<file path="config.mk">
export PLATFORM = sky130hd
export DESIGN_NAME = iter_alu_unit_flat
export DESIGN_NICKNAME = d
export VERILOG_FILES = /design/src/rtl/iter_alu_unit_pkg.sv /design/src/rtl/iter_alu_unit_if.sv /design/src/rtl/iter_alu_unit_muldiv.sv /design/src/rtl/iter_alu_unit.sv /design/src/flat_wrapper.sv
export SDC_FILE = /design/constraint.sdc
export NUM_CORES = 1
export LEC_CHECK = 0
export ABC_AREA = 1
export ABC_CLOCK_PERIOD_IN_PS = 5700
export CAP_MARGIN = 5
export CORE_MARGIN = 5
export CORE_UTILIZATION = 34
export CTS_BUF_LIST = sky130_fd_sc_hd__clkbuf_8
export CTS_CLUSTER_SIZE = 16
export DETAILED_ROUTE_END_ITERATION = 6
export PLACE_DENSITY = 0.57
export SETUP_SLACK_MARGIN = 0.15
export SLEW_MARGIN = 20
export SYNTH_ARGS = -nofsm -noshare
export SYNTH_HDL_FRONTEND = slang
export SYNTH_HIERARCHICAL = 1
export SYNTH_SLANG_ARGS = --single-unit
</file>
<file path="constraint.sdc">
create_clock -name clk_i -period 5.7 [get_ports clk_i]
set_input_delay 1.14 -clock clk_i [delete_from_list [all_inputs] [get_ports clk_i]]
set_output_delay 1.14 -clock clk_i [all_outputs]
set_load 0.05 [all_outputs]
</file>
<file path="src/rtl/iter_alu_unit_pkg.sv">
`default_nettype none
// ============================================================================
// Module      : iter_alu_unit_pkg
// Description : FUNCT opcode constants and FSM state encoding for the
//               iterative execute-stage ALU.
// Revision    : 1.0 - initial release
// ============================================================================
package iter_alu_unit_pkg;

  localparam logic [3:0] FN_ADD   = 4'd0;
  localparam logic [3:0] FN_SUB   = 4'd1;
  localparam logic [3:0] FN_AND   = 4'd2;
  localparam logic [3:0] FN_OR    = 4'd3;
  localparam logic [3:0] FN_NOR   = 4'd4;
  localparam logic [3:0] FN_XOR   = 4'd5;
  localparam logic [3:0] FN_LU    = 4'd6;
  localparam logic [3:0] FN_SLT   = 4'd7;
  localparam logic [3:0] FN_SLLV  = 4'd8;
  localparam logic [3:0] FN_SRLV  = 4'd9;
  localparam logic [3:0] FN_SRAV  = 4'd10;
  localparam logic [3:0] FN_SLTU  = 4'd11;
  localparam logic [3:0] FN_MUL   = 4'd12;
  localparam logic [3:0] FN_MULHU = 4'd13;
  localparam logic [3:0] FN_DIVU  = 4'd14;
  localparam logic [3:0] FN_REMU  = 4'd15;

  typedef enum logic [1:0] {
    ST_IDLE = 2'd0,
    ST_MUL  = 2'd1,
    ST_DIV  = 2'd2,
    ST_DONE = 2'd3
  } state_e;

endpackage
`default_nettype wire

</file>
<file path="src/rtl/iter_alu_unit_if.sv">
`default_nettype none
// ============================================================================
// Module      : iter_alu_unit_if
// Description : Operand/result handshake bundle of the iterative ALU.
//               master = front end + consumer, slave = the ALU.
// Revision    : 1.0 - initial release
// ============================================================================
interface iter_alu_unit_if #(
  parameter int WIDTH = 32
);
  logic             in_valid;
  logic             in_ready;
  logic [3:0]       funct;
  logic [WIDTH-1:0] op1;
  logic [WIDTH-1:0] op2;
  logic             out_valid;
  logic             out_ready;
  logic [WIDTH-1:0] out_data;
  logic             div_by_zero;
  logic             busy;

  modport master (
    output in_valid, funct, op1, op2, out_ready,
    input  in_ready, out_valid, out_data, div_by_zero, busy
  );

  modport slave (
    input  in_valid, funct, op1, op2, out_ready,
    output in_ready, out_valid, out_data, div_by_zero, busy
  );
endinterface
`default_nettype wire

</file>
<file path="src/rtl/iter_alu_unit_muldiv.sv">
`default_nettype none
// ============================================================================
// Module      : muldiv_iter
// Description : Iterative shift-add multiplier / restoring divider.
//               One step per cycle; the first step is taken on the start
//               edge straight from a_i/b_i, so WIDTH steps end WIDTH-1
//               cycles after start and step_done_o flags that last step.
// Revision    : 1.0 - initial release
// ============================================================================
module muldiv_iter #(
  parameter int WIDTH = 32
) (
  input  logic             clk_i,
  input  logic             rst_i,
  input  logic             abort_i,
  input  logic             start_i,
  input  logic             is_div_i,
  input  logic [WIDTH-1:0] a_i,
  input  logic [WIDTH-1:0] b_i,
  output logic             step_done_o,
  output logic [WIDTH-1:0] prod_lo_o,
  output logic [WIDTH-1:0] prod_hi_o,
  output logic [WIDTH-1:0] quot_o,
  output logic [WIDTH-1:0] rem_o
);
  localparam int CNT_W = $clog2(WIDTH);

  logic [CNT_W-1:0]   cnt_q;
  logic               running_q;
  logic               is_div_q;
  logic [WIDTH-1:0]   b_q;
  logic [2*WIDTH-1:0] acc_q;
  logic [WIDTH-1:0]   quot_q;
  logic [WIDTH-1:0]   rem_q;

  logic               step_en;
  logic               div_mode;
  logic [2*WIDTH-1:0] acc_src;
  logic [WIDTH-1:0]   b_src;
  logic [WIDTH-1:0]   quot_src;
  logic [WIDTH-1:0]   rem_src;
  logic [WIDTH:0]     mul_sum;
  logic [WIDTH:0]     div_trial;
  logic [2*WIDTH-1:0] acc_d;
  logic [WIDTH-1:0]   quot_d;
  logic [WIDTH-1:0]   rem_d;

  // One multiply or divide step; sources come from the ports on the start edge.
  always_comb begin
    step_en   = start_i | running_q;
    div_mode  = start_i ? is_div_i : is_div_q;
    acc_src   = start_i ? {{WIDTH{1'b0}}, a_i} : acc_q;
    b_src     = start_i ? b_i : b_q;
    quot_src  = start_i ? a_i : quot_q;
    rem_src   = start_i ? '0 : rem_q;
    // Shift-add: add multiplicand to the upper half when the LSB is set, then shift right.
    mul_sum   = {1'b0, acc_src[2*WIDTH-1:WIDTH]} + (acc_src[0] ? {1'b0, b_src} : '0);
    acc_d     = {mul_sum, acc_src[WIDTH-1:1]};
    // Restoring: a borrow (top bit set) means the shifted remainder is kept.
    div_trial = {rem_src, quot_src[WIDTH-1]} - {1'b0, b_src};
    rem_d     = div_trial[WIDTH] ? {rem_src[WIDTH-2:0], quot_src[WIDTH-1]} : div_trial[WIDTH-1:0];
    quot_d    = {quot_src[WIDTH-2:0], ~div_trial[WIDTH]};
  end

  assign step_done_o = running_q & (cnt_q == CNT_W'(WIDTH - 2));
  assign prod_lo_o   = acc_q[WIDTH-1:0];
  assign prod_hi_o   = acc_q[2*WIDTH-1:WIDTH];
  assign quot_o      = quot_q;
  assign rem_o       = rem_q;

  // Step counter, operand latches and the shared datapath registers.
  always_ff @(posedge clk_i or posedge rst_i) begin
    if (rst_i) begin
      cnt_q     <= '0;
      running_q <= 1'b0;
      is_div_q  <= 1'b0;
      b_q       <= '0;
      acc_q     <= '0;
      quot_q    <= '0;
      rem_q     <= '0;
    end else if (abort_i) begin
      cnt_q     <= '0;
      running_q <= 1'b0;
    end else begin
      if (start_i) begin
        cnt_q     <= '0;
        running_q <= 1'b1;
        is_div_q  <= is_div_i;
        b_q       <= b_i;
      end else if (running_q) begin
        cnt_q <= cnt_q + CNT_W'(1);
        if (step_done_o) begin
          running_q <= 1'b0;
        end
      end
      if (step_en) begin
        if (div_mode) begin
          quot_q <= quot_d;
          rem_q  <= rem_d;
        end else begin
          acc_q <= acc_d;
        end
      end
    end
  end
endmodule
`default_nettype wire

</file>
<file path="src/rtl/iter_alu_unit.sv">
`default_nettype none
// ============================================================================
// Module      : iter_alu_unit
// Description : Registered execute-stage ALU with valid/ready handshakes.
//               Single-cycle ops load OUT at the accepting edge; MUL/MULHU/
//               DIVU/REMU run on muldiv_iter and are emitted from DONE.
// Revision    : 1.0 - initial release
// ============================================================================
module iter_alu_unit
  import iter_alu_unit_pkg::*;
#(
  parameter int WIDTH   = 32,
  parameter int SHAMT_W = $clog2(WIDTH)
) (
  input  logic            clk_i,
  input  logic            rst_i,
  input  logic            flush_i,
  iter_alu_unit_if.slave  bus_if
);
  state_e           state_q;
  logic [3:0]       funct_q;
  logic [WIDTH-1:0] out_q;
  logic             out_valid_q;
  logic             dbz_q;

  logic             out_free;
  logic             in_ready;
  logic             accept;
  logic             is_mul;
  logic             is_div;
  logic             op2_zero;
  logic             start;
  logic [SHAMT_W-1:0] shamt;
  logic [WIDTH-1:0] alu_res;
  logic [WIDTH-1:0] md_res;
  logic             step_done;
  logic [WIDTH-1:0] prod_lo, prod_hi, quot, rem;

  // Handshake qualification and the single-cycle result (incl. divide-by-zero).
  always_comb begin
    out_free = ~out_valid_q | bus_if.out_ready;
    in_ready = (state_q == ST_IDLE) & out_free & ~flush_i & ~rst_i;
    accept   = bus_if.in_valid & in_ready;
    is_mul   = (bus_if.funct == FN_MUL) | (bus_if.funct == FN_MULHU);
    is_div   = (bus_if.funct == FN_DIVU) | (bus_if.funct == FN_REMU);
    op2_zero = (bus_if.op2 == '0);
    start    = accept & (is_mul | (is_div & ~op2_zero));
    shamt    = bus_if.op2[SHAMT_W-1:0];
    alu_res  = '0;
    case (bus_if.funct)
      FN_ADD:  alu_res = bus_if.op1 + bus_if.op2;
      FN_SUB:  alu_res = bus_if.op1 - bus_if.op2;
      FN_AND:  alu_res = bus_if.op1 & bus_if.op2;
      FN_OR:   alu_res = bus_if.op1 | bus_if.op2;
      FN_NOR:  alu_res = ~(bus_if.op1 | bus_if.op2);
      FN_XOR:  alu_res = bus_if.op1 ^ bus_if.op2;
      FN_LU:   alu_res = {bus_if.op2[WIDTH/2-1:0], {(WIDTH/2){1'b0}}};
      FN_SLT:  alu_res = {{(WIDTH-1){1'b0}}, $signed(bus_if.op1) < $signed(bus_if.op2)};
      FN_SLLV: alu_res = bus_if.op1 << shamt;
      FN_SRLV: alu_res = bus_if.op1 >> shamt;
      FN_SRAV: alu_res = $unsigned($signed(bus_if.op1) >>> shamt);
      FN_SLTU: alu_res = {{(WIDTH-1){1'b0}}, bus_if.op1 < bus_if.op2};
      FN_DIVU: alu_res = '1;
      FN_REMU: alu_res = bus_if.op1;
      default: alu_res = '0;
    endcase
  end

  // Select the engine result according to the latched opcode.
  always_comb begin
    md_res = prod_lo;
    case (funct_q)
      FN_MULHU: md_res = prod_hi;
      FN_DIVU:  md_res = quot;
      FN_REMU:  md_res = rem;
      default:  md_res = prod_lo;
    endcase
  end

  muldiv_iter #(.WIDTH(WIDTH)) u_muldiv (
    .clk_i       (clk_i),
    .rst_i       (rst_i),
    .abort_i     (flush_i),
    .start_i     (start),
    .is_div_i    (is_div),
    .a_i         (bus_if.op1),
    .b_i         (bus_if.op2),
    .step_done_o (step_done),
    .prod_lo_o   (prod_lo),
    .prod_hi_o   (prod_hi),
    .quot_o      (quot),
    .rem_o       (rem)
  );

  // Control FSM with the registered output stage.
  always_ff @(posedge clk_i or posedge rst_i) begin
    if (rst_i) begin
      state_q     <= ST_IDLE;
      funct_q     <= '0;
      out_q       <= '0;
      out_valid_q <= 1'b0;
      dbz_q       <= 1'b0;
    end else if (flush_i) begin
      state_q     <= ST_IDLE;
      out_valid_q <= 1'b0;
      dbz_q       <= 1'b0;
    end else begin
      if (bus_if.out_ready) begin
        out_valid_q <= 1'b0;
      end
      case (state_q)
        ST_IDLE: begin
          if (start) begin
            state_q <= is_mul ? ST_MUL : ST_DIV;
            funct_q <= bus_if.funct;
          end else if (accept) begin
            out_q       <= alu_res;
            out_valid_q <= 1'b1;
            dbz_q       <= is_div;
          end
        end
        ST_MUL, ST_DIV: begin
          if (step_done) begin
            state_q <= ST_DONE;
          end
        end
        ST_DONE: begin
          if (out_free) begin
            out_q       <= md_res;
            out_valid_q <= 1'b1;
            dbz_q       <= 1'b0;
            state_q     <= ST_IDLE;
          end
        end
        default: state_q <= ST_IDLE;
      endcase
    end
  end

  assign bus_if.in_ready    = in_ready;
  assign bus_if.out_valid   = out_valid_q;
  assign bus_if.out_data    = out_q;
  assign bus_if.div_by_zero = dbz_q;
  assign bus_if.busy        = (state_q != ST_IDLE);
endmodule
`default_nettype wire
</file>
<file path="src/flat_wrapper.sv">
// flat-port wrapper written by rule: the top's interface ports become plain ports
module iter_alu_unit_flat import iter_alu_unit_pkg::*;
#(
  parameter int WIDTH   = 32,
  parameter int SHAMT_W = $clog2(WIDTH)
)
  (clk_i, rst_i, flush_i, bus_if_in_valid, bus_if_funct, bus_if_op1, bus_if_op2, bus_if_out_ready, bus_if_in_ready, bus_if_out_valid, bus_if_out_data, bus_if_div_by_zero, bus_if_busy);
  iter_alu_unit_if #(.WIDTH(WIDTH)) bus_if_i ();
  input  logic clk_i;
  input  logic rst_i;
  input  logic flush_i;
  input wire logic [$bits(bus_if_i.in_valid)-1:0] bus_if_in_valid;
  input wire logic [$bits(bus_if_i.funct)-1:0] bus_if_funct;
  input wire logic [$bits(bus_if_i.op1)-1:0] bus_if_op1;
  input wire logic [$bits(bus_if_i.op2)-1:0] bus_if_op2;
  input wire logic [$bits(bus_if_i.out_ready)-1:0] bus_if_out_ready;
  output wire logic [$bits(bus_if_i.in_ready)-1:0] bus_if_in_ready;
  output wire logic [$bits(bus_if_i.out_valid)-1:0] bus_if_out_valid;
  output wire logic [$bits(bus_if_i.out_data)-1:0] bus_if_out_data;
  output wire logic [$bits(bus_if_i.div_by_zero)-1:0] bus_if_div_by_zero;
  output wire logic [$bits(bus_if_i.busy)-1:0] bus_if_busy;
  assign bus_if_i.in_valid = bus_if_in_valid;
  assign bus_if_i.funct = bus_if_funct;
  assign bus_if_i.op1 = bus_if_op1;
  assign bus_if_i.op2 = bus_if_op2;
  assign bus_if_i.out_ready = bus_if_out_ready;
  assign bus_if_in_ready = bus_if_i.in_ready;
  assign bus_if_out_valid = bus_if_i.out_valid;
  assign bus_if_out_data = bus_if_i.out_data;
  assign bus_if_div_by_zero = bus_if_i.div_by_zero;
  assign bus_if_busy = bus_if_i.busy;
  iter_alu_unit #(.WIDTH(WIDTH), .SHAMT_W(SHAMT_W)) u_core (.clk_i(clk_i), .rst_i(rst_i), .flush_i(flush_i), .bus_if(bus_if_i));
endmodule
</file>
# Word-level counts from Yosys, hierarchy flattened

Cells that the tools add are included.

Output and inout port bits: 36
Word-level logic and storage cells: 125
Input bits: 73
Register bits: 207

Bitwise gates (word level): 22
Reductions and logical operators: 14
Add/sub/neg operators: 5
Multiplexer cells: 37
Shift operators: 3
Equality and inequality tests: 30
$lt $le $gt $ge: 2

Operators by type and width:

| operator                                                               | count |
|---|---|
| 32-bit one-hot mux with 14 select lines                                | 1 |
| 32-bit 2-to-1 mux                                                      | 8 |
| 32-bit one-hot mux with 3 select lines                                 | 1 |
| 32-bit < comparator                                                    | 2 |
| 64-bit 2-to-1 mux                                                      | 1 |
| 32-bit one-hot mux with 2 select lines                                 | 1 |
| 4-bit equality test (second input constant)                            | 11 |
| 32-bit by 32-bit adder with 33-bit output                              | 1 |
| 33-bit by 32-bit subtractor with 33-bit output                         | 1 |
| 32-bit adder                                                           | 1 |
| 32-bit bitwise AND                                                     | 1 |
| 32-bit logical NOT                                                     | 1 |
| 32-bit NOT                                                             | 1 |
| 32-bit OR                                                              | 1 |
| 32-bit by 5-bit left shift with 32-bit output                          | 1 |
| 32-bit by 5-bit right shift with 32-bit output                         | 1 |
| 32-bit by 5-bit >>> shifter with 32-bit output                         | 1 |
| 32-bit subtractor                                                      | 1 |
| 32-bit XOR                                                             | 1 |
| 4-bit by 3-bit equality test with 1-bit output (second input constant) | 4 |
| 5-bit 2-to-1 mux                                                       | 3 |
| 1-bit 2-to-1 mux                                                       | 14 |
| 3-bit AND reduction                                                    | 4 |
| 2-bit 2-to-1 mux                                                       | 5 |
| 22 further kinds                                                       | 46 |

# Depth between registers and ports, before layout

Depth in word-level cells: 10
Gate-level depth with buffers: 30

# By module

Netlist, hierarchy kept.

Modules (own cells, without submodules):

| module        | area an instance (sq um) | seq. area each (sq um) | times used | cells each |
|---|---|---|---|---|
| iter_alu_unit | 13914.6                  | 1001.0                 | 1          | 2748 |
| muldiv_iter   | 12893.6                  | 4179.0                 | 1          | 2023 |

# Worst setup path before layout

No wires, ideal clock.

Kind: input port to flip-flop
Start point: input rst_i
End point: register u_core.u_muldiv.acc_q[57]
Setup time: 0.117 ns
Arrival: 5.366 ns
Slack: 0.217 ns
Data required time: 5.583 ns
Stages on the path: 21
Cells stage by stage: inv_1 -> nand3_1 -> nor3b_2 -> nand3_1 -> inv_1 -> buf_2 -> clkbuf_1 -> clkbuf_1 -> clkbuf_1 -> nor2_1 -> ha_1 -> fa_1 -> nand2_1 -> o21ai_0 -> nand2_1 -> nand2_1 -> a21o_1 -> nand2_1 -> nand4_1 -> nand3_1 -> nand2_1

Cells in the longest elaborated chain, start to end: 7
Elaborated cells between the ends (all ways): 12
Classes of those cells: 1 x add/sub; 4 x mux; 6 x bitwise; 1 x reduce/logical

RTL lines:

| element                                                                          | RTL line                    | text |
|---|---|---|
| from (decl)                                                                      | flat_wrapper.sv:10          | `input logic rst_i;` |
| 1-bit NOT *                                                                      | iter_alu_unit.sv:42         | `in_ready = (state_q == ST_IDLE) & out_free & ~flush_i & ~rst_i;` |
| 1-bit bitwise AND *                                                              | iter_alu_unit.sv:42         |  |
| 1-bit bitwise AND *                                                              | iter_alu_unit.sv:43         | `accept = bus_if.in_valid & in_ready;` |
| 1-bit bitwise AND *                                                              | iter_alu_unit.sv:47         | `start = accept & (is_mul \| (is_div & ~op2_zero));` |
| via u_core.start                                                                 | iter_alu_unit.sv:32         | `logic start;` |
| 32-bit 2-to-1 mux (tied with other cells)                                        | --                          |  |
| 32-bit 2-to-1 mux or 1-bit NOT (tied branches)                                   | --                          |  |
| 32-bit by 32-bit adder with 33-bit output or 3-bit AND reduction (tied branches) | --                          |  |
| to (signal assigned)                                                             | iter_alu_unit_muldiv.sv:78  | `acc_q <= '0;` |
| to (signal assigned)                                                             | iter_alu_unit_muldiv.sv:101 | `acc_q <= acc_d;` |
| to (decl)                                                                        | iter_alu_unit_muldiv.sv:32  | `logic [2*WIDTH-1:0] acc_q;` |

Mark *: on every way through the listed nets, which the timed path passes. The rest lies on a longest branch.
A chain may end at the register's enable or synchronous reset.

# Worst setup path in the final report

Start point: input bus_if_op2[31]
End point: register u_core.u_muldiv.rem_q[1], in the netlist u_core/u_muldiv/rem_o[1]

Cells in the longest elaborated chain, start to end: 8
Elaborated cells between the ends (all ways): 13
Classes of those cells: 1 x add/sub; 5 x mux; 5 x bitwise; 2 x reduce/logical

RTL lines:

| element                                        | RTL line                   | text |
|---|---|---|
| from (decl)                                    | flat_wrapper.sv:15         | `input wire logic [$bits(bus_if_i.op2)-1:0] bus_if_op2;` |
| 32-bit logical NOT *                           | iter_alu_unit.sv:46        | `op2_zero = (bus_if.op2 == '0);` |
| 1-bit NOT *                                    | iter_alu_unit.sv:47        |  |
| 1-bit bitwise AND *                            | iter_alu_unit.sv:47        |  |
| 1-bit OR *                                     | iter_alu_unit.sv:47        |  |
| 1-bit bitwise AND *                            | iter_alu_unit.sv:47        |  |
| via u_core.start                               | iter_alu_unit.sv:32        |  |
| 32-bit 2-to-1 mux, on equally long branches    | --                         |  |
| 33-bit by 32-bit subtractor with 33-bit output | iter_alu_unit_muldiv.sv:60 | `div_trial = {rem_src, quot_src[WIDTH-1]} - {1'b0, b_src};` |
| 32-bit 2-to-1 mux                              | iter_alu_unit_muldiv.sv:61 | `rem_d = div_trial[WIDTH] ? {rem_src[WIDTH-2:0], quot_src[WIDTH-1]} : div_trial[WIDTH-1:0];` |
| to (signal assigned)                           | iter_alu_unit_muldiv.sv:99 | `rem_q <= rem_d;` |
| to (decl)                                      | iter_alu_unit_muldiv.sv:34 | `logic [WIDTH-1:0] rem_q;` |

Marked as above.

==> run_results.csv <==
group,metric,value,unit
detailed_routing,first_iter_violations,3992,
worst_hold_path,min_path_type,"flop to flop",
clock_network,cts-root-buf,"clkbuf_8",
detailed_routing,via_per_inst,5.54,
run,drv_cap,0,
global_routing,track_usage,0.316,
yosys,postSynthAreaPerCell,5.62,um2
global_routing,grt-ovfl-total,0,
clock_network,cts_tree,"done",
yosys,synthCells,4771,
worst_setup_path,r2r-start,"u_core/state_q[0]",
power,p_clk_frac,0.169,
timing,fin_crit_sh,0.940,
timing,fin_hold_ws,0.474,ns
global_routing,grt_pass1_wl,203000,um
yosys,synth_area,26800,um2
yosys,syn_nets,5030,
detailed_routing,drc,0,
power,ir_drop,0.210,mV
worst_setup_path,path_max_fanout,38,
placed_design,place.gp.congestion,1.06,
detailed_routing,via_count,33000,
yosys,yosysWarnings,6,
global_routing,grt_pass1_vias,30000,
power,switchingPower,0.00493,W
cells_and_area,nets,5124,
floorplanning,dieWidth,291,um
global_routing,antenna_found_initial,3,
worst_setup_path,crit_start,"bus_if_op2[31]",
power,seq_power_share,0.265,
cells_and_area,drive_above_1_share,0.0662,
detailed_routing,drtPass1Iterations,6,
worst_setup_path,start_kind,"input port",
floorplanning,dieArea,84600,um2
clock_network,cts-htree-levels,2,
clock_network,clock_latency,0.63,ns
detailed_routing,postRouteAntennaNets,0,
yosys,synth_flop_cell,"dfrtp_1",
clock_network,clkSlewWorstSetupHoldPaths,0.05,ns
detailed_routing,detail_route.wl_per_cell,23.7,um
worst_setup_path,arrival,5.85,ns
cells_and_area,fillers,8899,
placed_design,io_buffer_count,108,
cells_and_area,layout_common_cells,"nand2_1, inv_1, nand3_1, nor2_1, o21ai_0",
timing,slew_viol_final,0,
power,cellPowerDensity,309,nW/um2
floorplanning,io_pins,109,
worst_setup_path,crit_required,6.19,ns
worst_setup_path,critPathCaptureType,"flop",
floorplanning,dieHeight,291,um
power,combinationalPowerShare,0.566,
yosys,synth_edf_count,0,
cells_and_area,area_growth,12.9,%
floorplanning,design.core.area,78600,um2
global_routing,grt_max_degree,112,
detailed_routing,routed_wl,141000,um
timing,max_slew_margin,0.239,
clock_network,cts_setup_buffers,0,
clock_network,cts_made_buffers,41,
status,status,"completed",
clock_network,clockBufferDepth,3,
yosys,ys_ff_latch,207,
yosys,async_flop_share,1.00,
clock_network,ctsResizeCount,0,
timing,hold_viol,0,
worst_setup_path,crit_type,"input port to flop",
clock_network,cts_hold_buf,0,
yosys,ys_types,56,
timing,rsz0062_at_grt,"false",
floorplanning,initial_utilization,0.341,
power,p_int,0.00444,W
timing,finClkSkew,0.0488,ns
timing,max_freq,187,MHz
clock_network,cts.sinks,207,
timing,postLayoutSetupSlackWorst,0.341,ns
placed_design,dp_hpwl,113000,um
placed_design,pre_cts_ws,-0.169,ns
power,p_sw_frac,0.526,
cells_and_area,layout_commonest_cell,"nand2_1",
worst_hold_path,hold_path_startpoint,"u_core/u_muldiv/b_q[13]",
yosys,ys_seq_area_frac,0.193,
power,power_leakage,16.5,nW
timing,setup_viol,0,
floorplanning,fp-row-count,103,
timing,worstMarginPinSlew,1.14,ns
timing,fin_crit,5.36,ns
-- metrics by stage --
stage               setup TNS (ns)  cell area [um2]   util  total power, W  std cells
finish                           0            30300  0.385         0.00937       5949
global route                     0            30300  0.385         0.00994       5947
CTS                              0            30300  0.385         0.00928       5946
detailed placement           -4.15            29500  0.375         0.00766       5872
global placement             -4.85            29500  0.375         0.00765       5872
floorplan                        0            26800      -         0.00565       4771
-- power by group through the flow --
stage / Sequential [W] / Clock, W / Combinational [W]
floorplan: 0.00266 / 0 / 0.00299
global placement: 0.00247 / 0 / 0.00518
detailed placement: 0.00247 / 0 / 0.00519
CTS: 0.00245 / 0.00163 / 0.00521
global route: 0.00252 / 0.00168 / 0.00574
finish: 0.00248 / 0.00159 / 0.00530
-- metal layers --
metal	GRT usage	routed length (um)	vias up
li1	-	-	15500
met1	0.426	58500	15300
met2	0.479	59500	1857
met3	0.0520	12700	397
met4	0.179	10100	2
met5	0	15	-
-- sequential cells by signal, indices dropped and copies added (netlist names), 2 cells and up --
signal                  cells
u_core/u_muldiv/b_q        32
u_core/u_muldiv/rem_o      32
u_core/bus_if.out_data     32
u_core/u_muldiv/cnt_q       5
u_core/u_muldiv/quot_o     32
u_core/u_muldiv/acc_q      64
u_core/funct_q              4
u_core/state_q              2
-- synthesized netlist by cell type, types with 4 or more instances --
master | n | share of area
nor2_1 | 430 | 0.060
inv_1 | 679 | 0.095
buf_2 | 78 | 0.015
nor3_1 | 36 | 0.0067
nand4_1 | 51 | 0.012
dfrtp_1 | 207 | 0.19
or2_2 | 36 | 0.0084
a21oi_1 | 182 | 0.034
o21ai_1 | 15 | 0.0028
nand3b_1 | 17 | 0.0048
fa_1 | 4 | 0.0030
inv_2 | 23 | 0.0032
buf_4 | 7 | 0.0020
nand2_4 | 7 | 0.0029
a211oi_1 | 5 | 0.0014
xor2_1 | 13 | 0.0042
a31oi_1 | 70 | 0.016
o21a_1 | 5 | 0.0014
o21bai_1 | 16 | 0.0045
and3_1 | 4 | 0.00093
o211ai_1 | 26 | 0.0073
nand3_1 | 522 | 0.097
ha_1 | 182 | 0.085
a21boi_0 | 6 | 0.0017
o22ai_1 | 50 | 0.012
nor2_4 | 7 | 0.0029
and2_1 | 10 | 0.0023
nand2_2 | 24 | 0.0056
a21o_1 | 8 | 0.0022
clkbuf_1 | 96 | 0.013
o21ai_0 | 313 | 0.058
xnor2_1 | 8 | 0.0026
nand2_1 | 1567 | 0.22
nor2_2 | 10 | 0.0023
clkinv_1 | 4 | 0.00056
nor4_1 | 6 | 0.0014
buf_1 | 12 | 0.0017
nand3_2 | 6 | 0.0022
-- critical path, cell delays in order --
cell and delay (ns):
clkdlybuf4s50_1 0.69, inv_1 0.27, nand3_1 0.10, nor3_1 0.44
nand4_1 0.26, nand3_1 0.22, inv_4 0.10, inv_2 0.09
buf_12 0.21, or2_2 0.18, o21ai_1 0.24, ha_1 0.51
nand2_2 0.12, nor2_2 0.20, nand2_1 0.15, nor2_2 0.15
nand2_4 0.09, nand2_4 0.08, nand2_2 0.09, nand2_2 0.11
buf_12 0.15, nand2_1 0.07, nand3_1 0.08, nand2_1 0.07
-- path summary, 6_finish.rpt --
check,depth (start not counted),slack [ns],to
setup / recovery,24,0.34,u_core/u_muldiv/rem_o[1]
hold / removal,2,0.47,u_core/u_muldiv/b_q[13]
setup reg to reg,26,1.04,u_core/u_muldiv/rem_o[26]
hold reg to reg,2,0.47,u_core/u_muldiv/b_q[13]
max in group asynchronous,3,3.59,u_core/u_muldiv/rem_o[28]
min in group asynchronous,2,1.03,u_core/u_muldiv/acc_q[41]
-- final cells by class --
class	instances	area, um2	share of cell area
Timing Repair Buffer	249	2190	0.0725
Antenna cell	3	7.51	0.000248
Tap cell	1050	1310	0.0434
Inverter	706	2660	0.0877
Multi-Input combinational cell	3660	18100	0.598
Clock inverter	26	156	0.00517
Sequential cell	207	5180	0.171
Clock buffer	48	661	0.0218
-- kinds of logic after synthesis --
group | count (synthesis) | share of synthesized area
compound gates | 711 | 0.147
xor+xnor | 21 | 0.00686
fa+ha+maj | 186 | 0.0879
buf+inv | 904 | 0.132
flops | 207 | 0.193
mux | 1 | 0.000373
simple gates | 2741 | 0.432
(Power assumes the default switching activity.)
